`src/rtl/conv_window_gen.sv`:
```
// conv_window_gen
//
// Streaming 3x3 window generator placed in front of the convolution unit.
// Pixels arrive one per in_valid beat in raster order. The two previous image
// rows are kept in column-addressed line buffers. Every beat at position
// (r, c) with r >= 2 and c >= 2 completes a no-padding neighbourhood. That
// window is presented on the following cycle.
//
// Parameters:
//   WIDTH  pixel width in bits. Taps are opaque bits.
//   IMG_W  image width in pixels. The minimum is 3.
//   IMG_H  image height in pixels. The minimum is 3.
//
// Ports:
//   clk        clock, rising edge
//   rst        asynchronous active-high reset
//   in_valid   in_pixel is valid this cycle. There is no backpressure.
//   in_pixel   pixel at the current raster position
//   out_valid  one-cycle pulse: win holds a new complete window
//   win        nine taps. Tap k = 3*i + j sits at [k*WIDTH +: WIDTH].
//              i = 0 is row r-2 and i = 2 is row r.
//              j = 0 is column c-2 and j = 2 is column c.
//   out_last   qualifies out_valid. It marks the last window of a frame.

module conv_window_gen #(
  parameter int unsigned WIDTH = 9,
  parameter int unsigned IMG_W = 28,
  parameter int unsigned IMG_H = 28
) (
  input  logic                 clk,
  input  logic                 rst,
  input  logic                 in_valid,
  input  logic [WIDTH-1:0]     in_pixel,
  output logic                 out_valid,
  output logic [9*WIDTH-1:0]   win,
  output logic                 out_last
);

  localparam int unsigned ColW = $clog2(IMG_W);
  localparam int unsigned RowW = $clog2(IMG_H);
  localparam logic [ColW-1:0] ColLast = ColW'(IMG_W - 1);
  localparam logic [RowW-1:0] RowLast = RowW'(IMG_H - 1);

  // Raster position of the pixel being accepted this cycle
  logic [ColW-1:0] col_q, col_d;
  logic [RowW-1:0] row_q, row_d;

  // Line buffers, addressed by column: lb1 holds row r-1 and lb2 holds row r-2
  logic [WIDTH-1:0] lb1_q [IMG_W];
  logic [WIDTH-1:0] lb2_q [IMG_W];
  logic [WIDTH-1:0] lb1_out, lb2_out;

  // 3x3 window registers. Index k = 3*i + j matches the win tap order.
  logic [WIDTH-1:0] tap_q [9];
  logic [WIDTH-1:0] tap_d [9];

  logic out_valid_q, out_valid_d;
  logic out_last_q, out_last_d;

  // Column-c entries are read before this beat's write. They are the pixels
  // one and two rows above.
  assign lb1_out = lb1_q[col_q];
  assign lb2_out = lb2_q[col_q];

  // Raster counters advance only on accepted beats
  always_comb begin
    col_d = col_q;
    row_d = row_q;
    if (in_valid) begin
      if (col_q == ColLast) begin
        col_d = '0;
        if (row_q == RowLast) begin
          row_d = '0;
        end else begin
          row_d = row_q + RowW'(1);
        end
      end else begin
        col_d = col_q + ColW'(1);
      end
    end
  end

  // Window shift: each row moves one column left and the new column enters
  // at j = 2.
  always_comb begin
    for (int k = 0; k < 9; k++) begin
      tap_d[k] = tap_q[k];
    end
    if (in_valid) begin
      for (int i = 0; i < 3; i++) begin
        tap_d[3*i]     = tap_q[3*i + 1];
        tap_d[3*i + 1] = tap_q[3*i + 2];
      end
      tap_d[2] = lb2_out;
      tap_d[5] = lb1_out;
      tap_d[8] = in_pixel;
    end
  end

  // A window is complete only when all three columns come from the current
  // row span. Positions with c < 2 straddle a row wrap. Positions with r < 2
  // would use line-buffer contents from before the frame.
  always_comb begin
    out_valid_d = in_valid && (row_q >= RowW'(2)) && (col_q >= ColW'(2));
    out_last_d  = in_valid && (row_q == RowLast) && (col_q == ColLast);
  end

  always_ff @(posedge clk or posedge rst) begin
    if (rst) begin
      col_q       <= '0;
      row_q       <= '0;
      out_valid_q <= 1'b0;
      out_last_q  <= 1'b0;
      for (int k = 0; k < 9; k++) begin
        tap_q[k] <= '0;
      end
    end else begin
      col_q       <= col_d;
      row_q       <= row_d;
      out_valid_q <= out_valid_d;
      out_last_q  <= out_last_d;
      for (int k = 0; k < 9; k++) begin
        tap_q[k] <= tap_d[k];
      end
    end
  end

  // The line buffers are not reset. Rows 0 and 1 of every frame overwrite
  // them before any window can be flagged valid.
  always_ff @(posedge clk) begin
    if (in_valid) begin
      lb1_q[col_q] <= in_pixel;
      lb2_q[col_q] <= lb1_out;
    end
  end

  always_comb begin
    win = '0;
    for (int k = 0; k < 9; k++) begin
      win[k*WIDTH +: WIDTH] = tap_q[k];
    end
  end

  assign out_valid = out_valid_q;
  assign out_last  = out_last_q;

  a_last_implies_valid : assert property (@(posedge clk) disable iff (rst)
    out_last_q |-> out_valid_q);

endmodule

```
`config.mk`:
```
export PLATFORM = sky130hd
export DESIGN_NAME = conv_window_gen
export DESIGN_NICKNAME = d
export VERILOG_FILES = /design/src/rtl/conv_window_gen.sv
export SDC_FILE = /design/constraint.sdc
export NUM_CORES = 1
export LEC_CHECK = 0
export ABC_AREA = 0
export ABC_CLOCK_PERIOD_IN_PS = 4000
export CAP_MARGIN = 20
export CORE_UTILIZATION = 63
export CTS_BUF_LIST = sky130_fd_sc_hd__clkbuf_2
export CTS_CLUSTER_SIZE = 12
export DETAILED_ROUTE_END_ITERATION = 10
export MAX_ROUTING_LAYER = met4
export PLACE_DENSITY_LB_ADDON = 0.12
export SYNTH_ARGS = -nofsm -noshare
export SYNTH_HDL_FRONTEND = slang
export SYNTH_SLANG_ARGS = --single-unit
```
`constraint.sdc`:
```
create_clock -name clk -period 4 [get_ports clk]
set_input_delay 0.8 -clock clk [delete_from_list [all_inputs] [get_ports clk]]
set_output_delay 0.8 -clock clk [all_outputs]
set_load 0.01 [all_outputs]
```
=== Word-level counts from Yosys, hierarchy flattened ===
Memories as Yosys holds them, arrays and structs flattened. A register that Yosys moved wholly into a read port is not among the register bits.
Index checks and enable logic that the tools add are counted.

* Bits in registers: 84
* Memory bits (writable): 504
* Input port bits: 12
* Output and inout bits: 83
* Logic and storage cells: 29
* Memories: 2

{| class="wikitable"
|+ Memory list
! memory !! depth !! bits a word !! rd ports !! clocked after Yosys merged registers in !! wr ports !! line !! RTL
|-
| lb1_q || 28 || 9 || 1 || 0 || 1 || 49 || <nowiki>logic [WIDTH-1:0] lb1_q [IMG_W];</nowiki>
|-
| lb2_q || 28 || 9 || 1 || 1 || 1 || 50 || <nowiki>logic [WIDTH-1:0] lb2_q [IMG_W];</nowiki>
|}

* $add $sub $neg: 2
* Order comparisons: 2
* Equal/unequal tests: 2
* Multiplexer cells: 4
* Reductions and logical operators: 5

{| class="wikitable"
|+ Operators by type and width
! cell !! number
|-
| $add A5 B1 Y5 const B || 2
|-
| $eq A5 B5 Y1 const B || 2
|-
| $ge A5 B2 Y1 const B || 2
|-
| $mux W5 || 2
|-
| $logic_and A1 B1 Y1 || 4
|-
| $mux W1 || 2
|-
| $reduce_and A2 Y1 || 1
|}

=== Logic depth before layout (Yosys ltp) ===
* Word-level depth: 3
* Mapped depth: 9
* Depth with buffers taken out: 6

=== Least setup slack after synthesis ===
OpenSTA, ideal clock, no wires.

* Path type: in2reg
* Start: in in_valid
* End: mem lb1_q[0][0] (enable)
* Setup time: 0.393 ns
* Data arrival time: 2.538 ns
* Required time: 3.607 ns
* Path slack: 1.069 ns
* Stages: 5
* Path buffers: 3
* Cells stage by stage: buf_2 clkbuf_1 clkbuf_1 nand2_1 nor2_1

* Longest elaborated chain between the ends: 2

{| class="wikitable"
|+ Ends and longest elaborated chain
! what !! line !! RTL
|-
| start: declaration || 32 || <nowiki>input logic in_valid,</nowiki>
|-
| $mux W1 || 131 || <nowiki>if (in_valid) begin</nowiki>
|-
| $mux W1 (implied by the code) || 132 || <nowiki>lb1_q[col_q] <= in_pixel;</nowiki>
|-
| end: declaration || 49 ||
|}

Every way passes these cells.

=== Final worst setup path ===
* Start: reg col_q[1]
* End: mem lb2_q[2][1] (data pin)

* Longest elaborated chain between the ends: 1

{| class="wikitable"
|+ Ends and longest elaborated chain
! what !! line !! RTL
|-
| start: declaration || 45 || <nowiki>logic [ColW-1:0] col_q, col_d;</nowiki>
|-
| start signal: assignment || 118 || <nowiki>col_q <= col_d;</nowiki>
|-
| $mem_v2 Z28 W9 || -- ||
|-
| via lb1_out[1] || 51 || <nowiki>logic [WIDTH-1:0] lb1_out, lb2_out;</nowiki>
|-
| end: declaration || 50 ||
|}

The timed path passes the listed nets, and every way through them passes these cells.

==> metrics.csv <==
metric,value,unit
RSZ-0062 raised after global routing,no,
Final Skew,76.9,ps
failing checks,DRC,
FMAX,304,MHz
Post-synth EDFFs,504,
Fin. Hold Viols,0,
setup TNS,0,ps
post-synthesis adder-cell area fraction,0.325,%
cell count after synthesis,1214,
pre-CTS WS,888,ps
post-cts resize count,0,
# port buffers,94,
Syn. warnings,0,
critical path launch point type,flop,
synth unique cells,57,
GR Overflow Total,0,
largest net degree at the start of global routing,69,
WP data required,4760,ps
Synth Net Count,1232,
worst relative slew slack,25.5,%
vias in the first global route,13200,
Core Area,35800,um^2
total track usage,30.9,%
Post-synth ARST share,15.6,%
main combinational cell family by area after synthesis,multiplexers,
area grow syn2layout,14.5,%
latest clock arrival within the worst-skew pair,1060,ps
number of DRC markers in iteration 0,1542,
Reg2Reg Setup Slack,710,ps
worst-margin pin slew,1110,ps
Max-cap violations,0,
hold buffers post-CTS,0,
Seq cells post-synth,597,
initial antenna violation count,2,
DRT Wirelength,54500,um
leakage power,9.39,nW
class of the worst hold path,in -> reg,
CTS tree,built,
via count,12900,
Cell Pwr Density,744,nW/um^2
Simple-Gate Fraction of Synth Area,3.64,%
VDD IR max,430,uV
Initial Utilization,64.5,%
"Max FO, Critical Path",46,
Die Y,194,um
final RePlAce weighted congestion,0.905,
final setup fails,0,
CTS Buf Count,142,
status,finished with violations,
Tcrit/Tclk final,82.2,%
# rows,69,
# DRC,14,
fin util,73.8,%
Max clock buf depth,3,
wire length per cell,26.8,um
Sink Count,597,
CP endpoint kind,flop,
proportion of synthesized area in mux cells,15.1,%
htree depth,4,
Syn Area/Cell,19.0,um^2
number of vias per cell,6.31,
"Reg clk slew, reported paths",120,ps
Pre-Repair DR Iteration Count,11,
global-route wire length before repair,81100,um
WP data arrival,4040,ps
worst setup margin,713,ps
DP Wirelength,33600,um
Die Width,194,um
Final Total Pwr,19.7,mW
XOR/XNOR share of the synthesized area,0.0379,%
area of the multi-input gates,5280,um^2
CP Class,reg -> reg,
fill count,2199,
root buf cell,clkbuf_2,
Routed Antenna Nets,0,
"Slew Viols, Final",0,
share of cells above drive strength 1,29.9,%
flip-flop and latch area,17500,um^2
Ports,95,
dominant synthesized flop cell,edfxtp_1,
Post-CTS Setup Inserts,0,
compound-cell area share of the yosys netlist,3.47,%
nets@finish,1475,
"Seq/Total Area, Yosys",75.6,%
synthesized area,23100,um^2
Die Footprint,37500,um^2
fin crit period,3290,ps
cell usage after synthesis (all sizes together) (2+ instances only):
cell,count,area share (%)
o21ai,5,0.11
o22ai,33,0.89
a22oi,18,0.58
and3,2,0.054
nor2,50,0.81
clkbuf,18,0.30
nand2,37,0.60
mux4,66,6.4
a41oi,12,0.45
a31oi,2,0.054
a22o,3,0.11
or4,7,0.24
nor3,12,0.26
nor4,4,0.11
and2,3,0.081
nor3b,3,0.12
mux2,73,3.6
dfrtp,93,10
a21o,3,0.097
nor2b,5,0.14
inv,6,0.097
nand3,24,0.52
nand2b,3,0.081
mux2i,119,5.2
a211oi,9,0.29
o221ai,5,0.19
buf,50,1.4
a21oi,11,0.24
ha,6,0.32
edfxtp,504,65
o32a,5,0.22
or4b,3,0.13
and3b,2,0.076
nand3b,3,0.11
per-stage QoR:
step	hold WS, ps	instances	cell area, um^2
final	111	2039	26500
after global routing	56.6	2039	26500
after CTS	25.5	2029	26300
after detailed placement	495	1766	24800
after global placement	489	1766	24800
after floorplan	494	1214	23100
path summary, 6_finish.rpt:
kind / startpoint / to / cells after the start
setup / recovery: col_q[1] / lb2_q[2][1] / 6
hold / removal: in_valid / col_q[1] / 3
setup reg to reg: col_q[1] / lb2_q[2][1] / 6
hold reg to reg: win[56] / win[56] / 1
max in group asynchronous: rst / row_q[4] / 3
min in group asynchronous: rst / win[28] / 2
cells by family (layout without fill, tap and decap cells):
group / Yosys count / in the layout
other: 0 / 2
and+or+nand+nor: 166 / 166
buffers and inverters: 75 / 437
xor gates and xnor gates: 1 / 1
AOI/OAI and AO/OA: 111 / 111
muxes: 258 / 258
DFF: 597 / 597
adders and majority gates: 6 / 6
power by group:
part,switching [mW],leakage (nW),total (mW),internal (mW)
Sequential,0.697,5.64,9.20,8.51
Clock,2.32,1.08,4.26,1.94
Combinational,3.65,2.66,6.21,2.56
Total,6.67,9.39,19.7,13.0
registers in the layout, summed over array words and instances (netlist names):
| name | cells |
|---|---|
| row_q | 5 |
| lb2_q | 252 |
| win | 81 |
| out_valid | 1 |
| col_q | 5 |
| lb1_q | 252 |
| out_last | 1 |
final cells by class:
type	instances	area share, %
sequential	597	66.0
timing repair buffer	167	6.15
antenna	2	0.0189
multi-input combinational	542	20.0
clock inverter	50	1.52
inverter	7	0.109
tap	461	2.18
clock buffer	213	4.03
per-layer routing:
layer  vias up  GRT usage [%]  share of wire [%]
li1       5483              -                  -
met1      6484           41.3                 38
met2       782           45.5                 48
met3       117           8.82                 11
met4         0           12.2                2.7
met5         -              -                  0
placed cells by master, fill, tap and decap left out, types with 35 or more instances in the layout:
cell             count
buf_4               63
clkinv_1            35
clkdlybuf4s50_1     93
dfrtp_1             91
mux4_2              66
mux2i_1            119
mux2_2              71
nand2_1             37
edfxtp_1           504
clkbuf_2           213
worst max-delay path, cell delays in order, from the launching register on:
cell,delay (ps)
dfrtp_4,940
buf_4,470
mux2i_1,260
o22ai_1,110
a211oi_1,400
nand3_1,400
buf_4,330
Note: power is estimated with default switching activity, not from simulation.
==> variant 1, RTL diff (config.mk and constraints unchanged) <==
The parameter `IMG_W` goes from 28 to 14.
--- a/src/rtl/conv_window_gen.sv
+++ b/src/rtl/conv_window_gen.sv
@@ -25,5 +25,5 @@
 module conv_window_gen #(
   parameter int unsigned WIDTH = 9,
-  parameter int unsigned IMG_W = 28,
+  parameter int unsigned IMG_W = 14,
   parameter int unsigned IMG_H = 28
 ) (
Check against the original RTL: same outputs for any inputs over 4 cycles, from zero or initial values and one cycle with rst high; that may be too few to reach the edited logic, so the function may still have changed.
==> variant 1 against the original RTL <==
Global-route usage fell by 2.4 points. Area after synthesis fell by 42%. Die area fell by 41%. Clock power fell by 49%. Critical endpoint is now lb2_q[2][6]. Sequential share of layout area fell by 2.5 points. Highest routed layer unchanged. Sequential cell count fell by 253. Total power fell by 43%. Cell area fell by 41%. Wire length fell by 47%. Largest power group unchanged. Worst setup slack improved by 0.14 ns.
==> variant 1: results (changes against the original RTL) <==
Num CTS Buffers 81 (-43%); share of cells above drive strength 1 0.319 (+0.0197); met3 routed WL 2130 µm (-66%); vias per cell 6.01 (-4.8%); Seq/Total Area, Yosys 0.733 (-0.0229); delay-heaviest family, CP compound AO/OA/AOI/OAI gates; async set-reset flop share out of synthesis 0.267 (+0.112); slowest CP cell a32oi_1; GRT Util Overall 0.286 (-0.0238); vias in the first global route 7832 (-41%); DR WL/cell 23.0 µm (-14%); post-synth cell types 45 (-21%); GPL Wtd Cong 0.842 (-7.0%); Hold Path Cell Cnt 2 (-1); CP Max Fanout 35 (-24%); Max IR drop VDD 469 µV (+9.0%); Post-DP HPWL 17400 µm (-48%); placed cell area 14800 µm² (-40%); arrival time worst endpoint 3.55 ns (-0.49 ns); Area contributors post-synth edfxtp_1 56%, dfrtp_1 17%, mux2_2 8.1%, mux4_2 3.7%, mux2i_1 2.4%; first-pass GRT wire length 44700 µm (-45%); clk_lat worst skew 0.83 ns (-0.23 ns); initial antenna violation count 1 (-1); FF-to-FF path depth 3 (-3); H-Tree Depth 3 (-1); drt initial violations 622 (-60%); WL met1 11900 µm (-43%); pin count of the biggest net entering global routing 78 (+13%); Post-Syn Nets 747 (-39%); Static Leakage 5.64 nW (-40%); status complete, no violations; CP max stage delay 0.97 ns (+0.03 ns); pre-CTS setup slack 0.910 ns (+0.0222 ns); worst reg-to-reg setup slack 0.86 ns (+0.14 ns); commonest cells in the netlist 252 x edfxtp_1, 97 x mux2_2, 92 x dfrtp_1
[variant 1: final cells by class]
class                   count  area (µm²)
diodes                      1        2.50
clock buffers             129         646
clock inverters            20        75.1
fillers                  1271        5490
inverters                   5        21.3
multi-input cells         340        3360
flip-flops and latches    344        9870
well taps                 275         344
repair buffers            129        1210
[variant 1: cells by family (layout without fill, tap and decap cells)]
kind of cell,after synthesis,after routing,share of synthesized area
and+or+nand+nor,107,107,0.0409
buffers and inverters,49,283,0.0206
DFF,344,344,0.733
AOI/OAI and AO/OA,67,67,0.0382
other,0,1,0
xor gates and xnor gates,1,1,0.000650
adders and majority gates,2,2,0.00186
muxes,163,163,0.165
[variant 1: worst max-delay path by stage]
| stage | start | endpoint | slack (ns) | cells past startpoint |
|---|---|---|---|---|
| finish | col_q[1] | lb2_q[2][6] | 0.86 | 3 |
| floorplan | in_valid | lb1_q[12][0] | 0.65 | 5 |
| detailed placement | col_q[1] | win[51] | 0.91 | 4 |
| global placement | col_q[1] | win[51] | 1.12 | 4 |
| global route | col_q[1] | lb2_q[12][6] | 0.75 | 3 |
| CTS | col_q[1] | lb2_q[2][6] | 0.90 | 3 |
[variant 1: stage by stage]
step	instances	hold slack (ns)
6_report	1243	0.350
3_5_place_dp	1093	0.494
4_1_cts	1242	0.284
2_1_floorplan	733	0.516
5_1_grt	1243	0.302
3_3_place_gp	1093	0.488
[variant 1: power by group]
group	internal, mW	total [mW]	switching (mW)
registers	4.91	5.44	0.535
logic	1.71	3.55	1.84
clock network	0.845	2.16	1.32
total	7.46	11.2	3.69
[variant 1: layer usage]
| metal | global-route usage | vias to the layer above |
|---|---|---|
| met2 | 0.440 | 367 |
| met4 | 0.106 | 0 |
| met3 | 0.0715 | 43 |
| met5 | - | - |
| li1 | - | 3268 |
| met1 | 0.372 | 3789 |
==> variant 2, RTL diff (config.mk and constraints unchanged) <==
Made on the original files. Add an input register stage for `in_valid` and `in_pixel`; this delays them by one clock. Comments in the files are not updated.
--- a/src/rtl/conv_window_gen.sv
+++ b/src/rtl/conv_window_gen.sv
@@ -42,4 +42,12 @@
   localparam logic [RowW-1:0] RowLast = RowW'(IMG_H - 1);
 
+  logic in_valid_q;
+  logic [WIDTH-1:0] in_pixel_q;
+
+  always_ff @(posedge clk) begin
+    in_valid_q <= in_valid;
+    in_pixel_q <= in_pixel;
+  end
+
   // Raster position of the pixel being accepted this cycle
   logic [ColW-1:0] col_q, col_d;
@@ -67,5 +75,5 @@
     col_d = col_q;
     row_d = row_q;
-    if (in_valid) begin
+    if (in_valid_q) begin
       if (col_q == ColLast) begin
         col_d = '0;
@@ -87,5 +95,5 @@
       tap_d[k] = tap_q[k];
     end
-    if (in_valid) begin
+    if (in_valid_q) begin
       for (int i = 0; i < 3; i++) begin
         tap_d[3*i]     = tap_q[3*i + 1];
@@ -94,5 +102,5 @@
       tap_d[2] = lb2_out;
       tap_d[5] = lb1_out;
-      tap_d[8] = in_pixel;
+      tap_d[8] = in_pixel_q;
     end
   end
@@ -102,6 +110,6 @@
   // would use line-buffer contents from before the frame.
   always_comb begin
-    out_valid_d = in_valid && (row_q >= RowW'(2)) && (col_q >= ColW'(2));
-    out_last_d  = in_valid && (row_q == RowLast) && (col_q == ColLast);
+    out_valid_d = in_valid_q && (row_q >= RowW'(2)) && (col_q >= ColW'(2));
+    out_last_d  = in_valid_q && (row_q == RowLast) && (col_q == ColLast);
   end
 
@@ -129,6 +137,6 @@
   // them before any window can be flagged valid.
   always_ff @(posedge clk) begin
-    if (in_valid) begin
-      lb1_q[col_q] <= in_pixel;
+    if (in_valid_q) begin
+      lb1_q[col_q] <= in_pixel_q;
       lb2_q[col_q] <= lb1_out;
     end
Function: changed (a bounded check fails within 4 cycles, from zero or initial values and one cycle with rst high).
==> variant 2 against the original RTL <==
Total power shrank 3.1%. First-iteration DRC count increased by 5.9%. Wire length is 2.3% higher. Worst setup slack improved by 0.14 ns. Non-clock buffer count decreased by 5. Die area grew 1.0%. Sequential cell count up 10. Area after synthesis is 1.0% higher. Highest routed layer unchanged. Core utilization is 0.90 points lower. Cell area increased by 0.69%. Clock power fell by 5.2%.
==> variant 2: results (changes against the original RTL) <==
status complete, no violations; area share of fa/ha/maj cells after synthesis 0.00322 (-0.0000326); GRT Util Overall 0.315 (+0.00584); first-pass GRT wire length 82100 µm (+1.2%); pre-CTS setup slack 0.925 ns (+0.0368 ns); FF-to-FF End lb2_q[27][8]; fillers 2282 (+3.8%); Worst Skew 0.0914 ns (+0.0145 ns); proportion of cell area spent on the clock network 0.0508 (-0.00470); first-pass iteration count of the detailed router 5 (-6); vias in the first global route 13100 (-0.90%); Area contributors post-synth edfxtp_1 65%, dfrtp_1 10%, mux4_2 6.4%, mux2i_1 4.7%, mux2_2 3.2%; commonest cells in the netlist 504 x edfxtp_1, 109 x mux2i_1, 93 x dfrtp_1; grt met1 use 0.421 (+0.00847); routed wl met2 26200 µm (+0.85%); Post-DP HPWL 33900 µm (+1.0%); vias per cell 6.33 (+0.36%); DR WL/cell 27.3 µm (+2.1%); multi-input gates 534 (-1.5%); arrival time worst endpoint 3.75 ns (-0.29 ns); CTS sink count 607 (+1.7%); Mean Syn Cell Area 19.2 µm² (+1.1%); pin count of the biggest net entering global routing 73 (+5.8%); Synth Area in Compound Gates 0.0397 (+0.00507); Cell Count, Final, Fillers Out 2043 (+0.20%); Static Leakage 9.43 nW (+0.39%); share of cells above drive strength 1 0.300 (+0.00102); GR Util met3 0.0810 (-0.00718); Register Area 17700 µm² (+1.2%); post-synth cell types 59 (+3.5%)
==> variant 2: changes by cell type after synthesis, moves of 7 or more <==
cell / change
a21oi_1: -7
nor3_1: -7
and2_1: +10
a31oi_1: +8
dfxtp_1: +10
nand2_1: -16
o22ai_1: -12
a22oi_1: +18
mux2i_1: -10
==> variant 2: how the worst max path moves through the flow <==
stage                     depth (start not counted)  slack (ns)      endpoint     start
after detailed placement                          5        0.92  lb2_q[27][3]  col_q[0]
after global routing                              5        0.70   lb2_q[1][3]  col_q[0]
after CTS                                         5        0.87   lb2_q[1][3]  col_q[0]
final                                             5        0.86  lb2_q[27][8]  col_q[4]
after global placement                            5        1.02   lb2_q[9][3]  col_q[0]
after floorplan                                   1        0.78      col_q[0]       rst
==> variant 2: kinds of logic after synthesis <==
kind of cell             count (synthesis)
flip-flops                             607
multiplexers                           247
AND/OR/NAND/NOR                        153
AO/OA/AOI/OAI                          127
buffers and inverters                   72
adder cells (fa/ha/maj)                  6
XOR/XNOR                                 1
==> variant 2: worst max-delay path: cells and delay by family, from the launching register on <==
kind                   cells  cell delay [ns]
and+or+nand+nor            2             1.03
DFF                        1             0.70
AOI/OAI and AO/OA          2             0.59
buffers and inverters      1             0.35
==> variant 2: report_power, final <==
| group | internal [mW] | switching [mW] |
|---|---|---|
| clock | 1.69 | 2.35 |
| combinational | 2.46 | 3.35 |
| sequential | 8.58 | 0.643 |
| total | 12.7 | 6.34 |
==> variant 2: through the flow <==
step	utilization	hold slack (ns)	instance area (µm²)
after floorplan	-	0.503	23300
after global placement	0.688	0.488	25100
after detailed placement	0.688	0.495	25100
after CTS	0.725	0.0700	26500
after global routing	0.729	0.0931	26600
final	0.729	0.155	26600
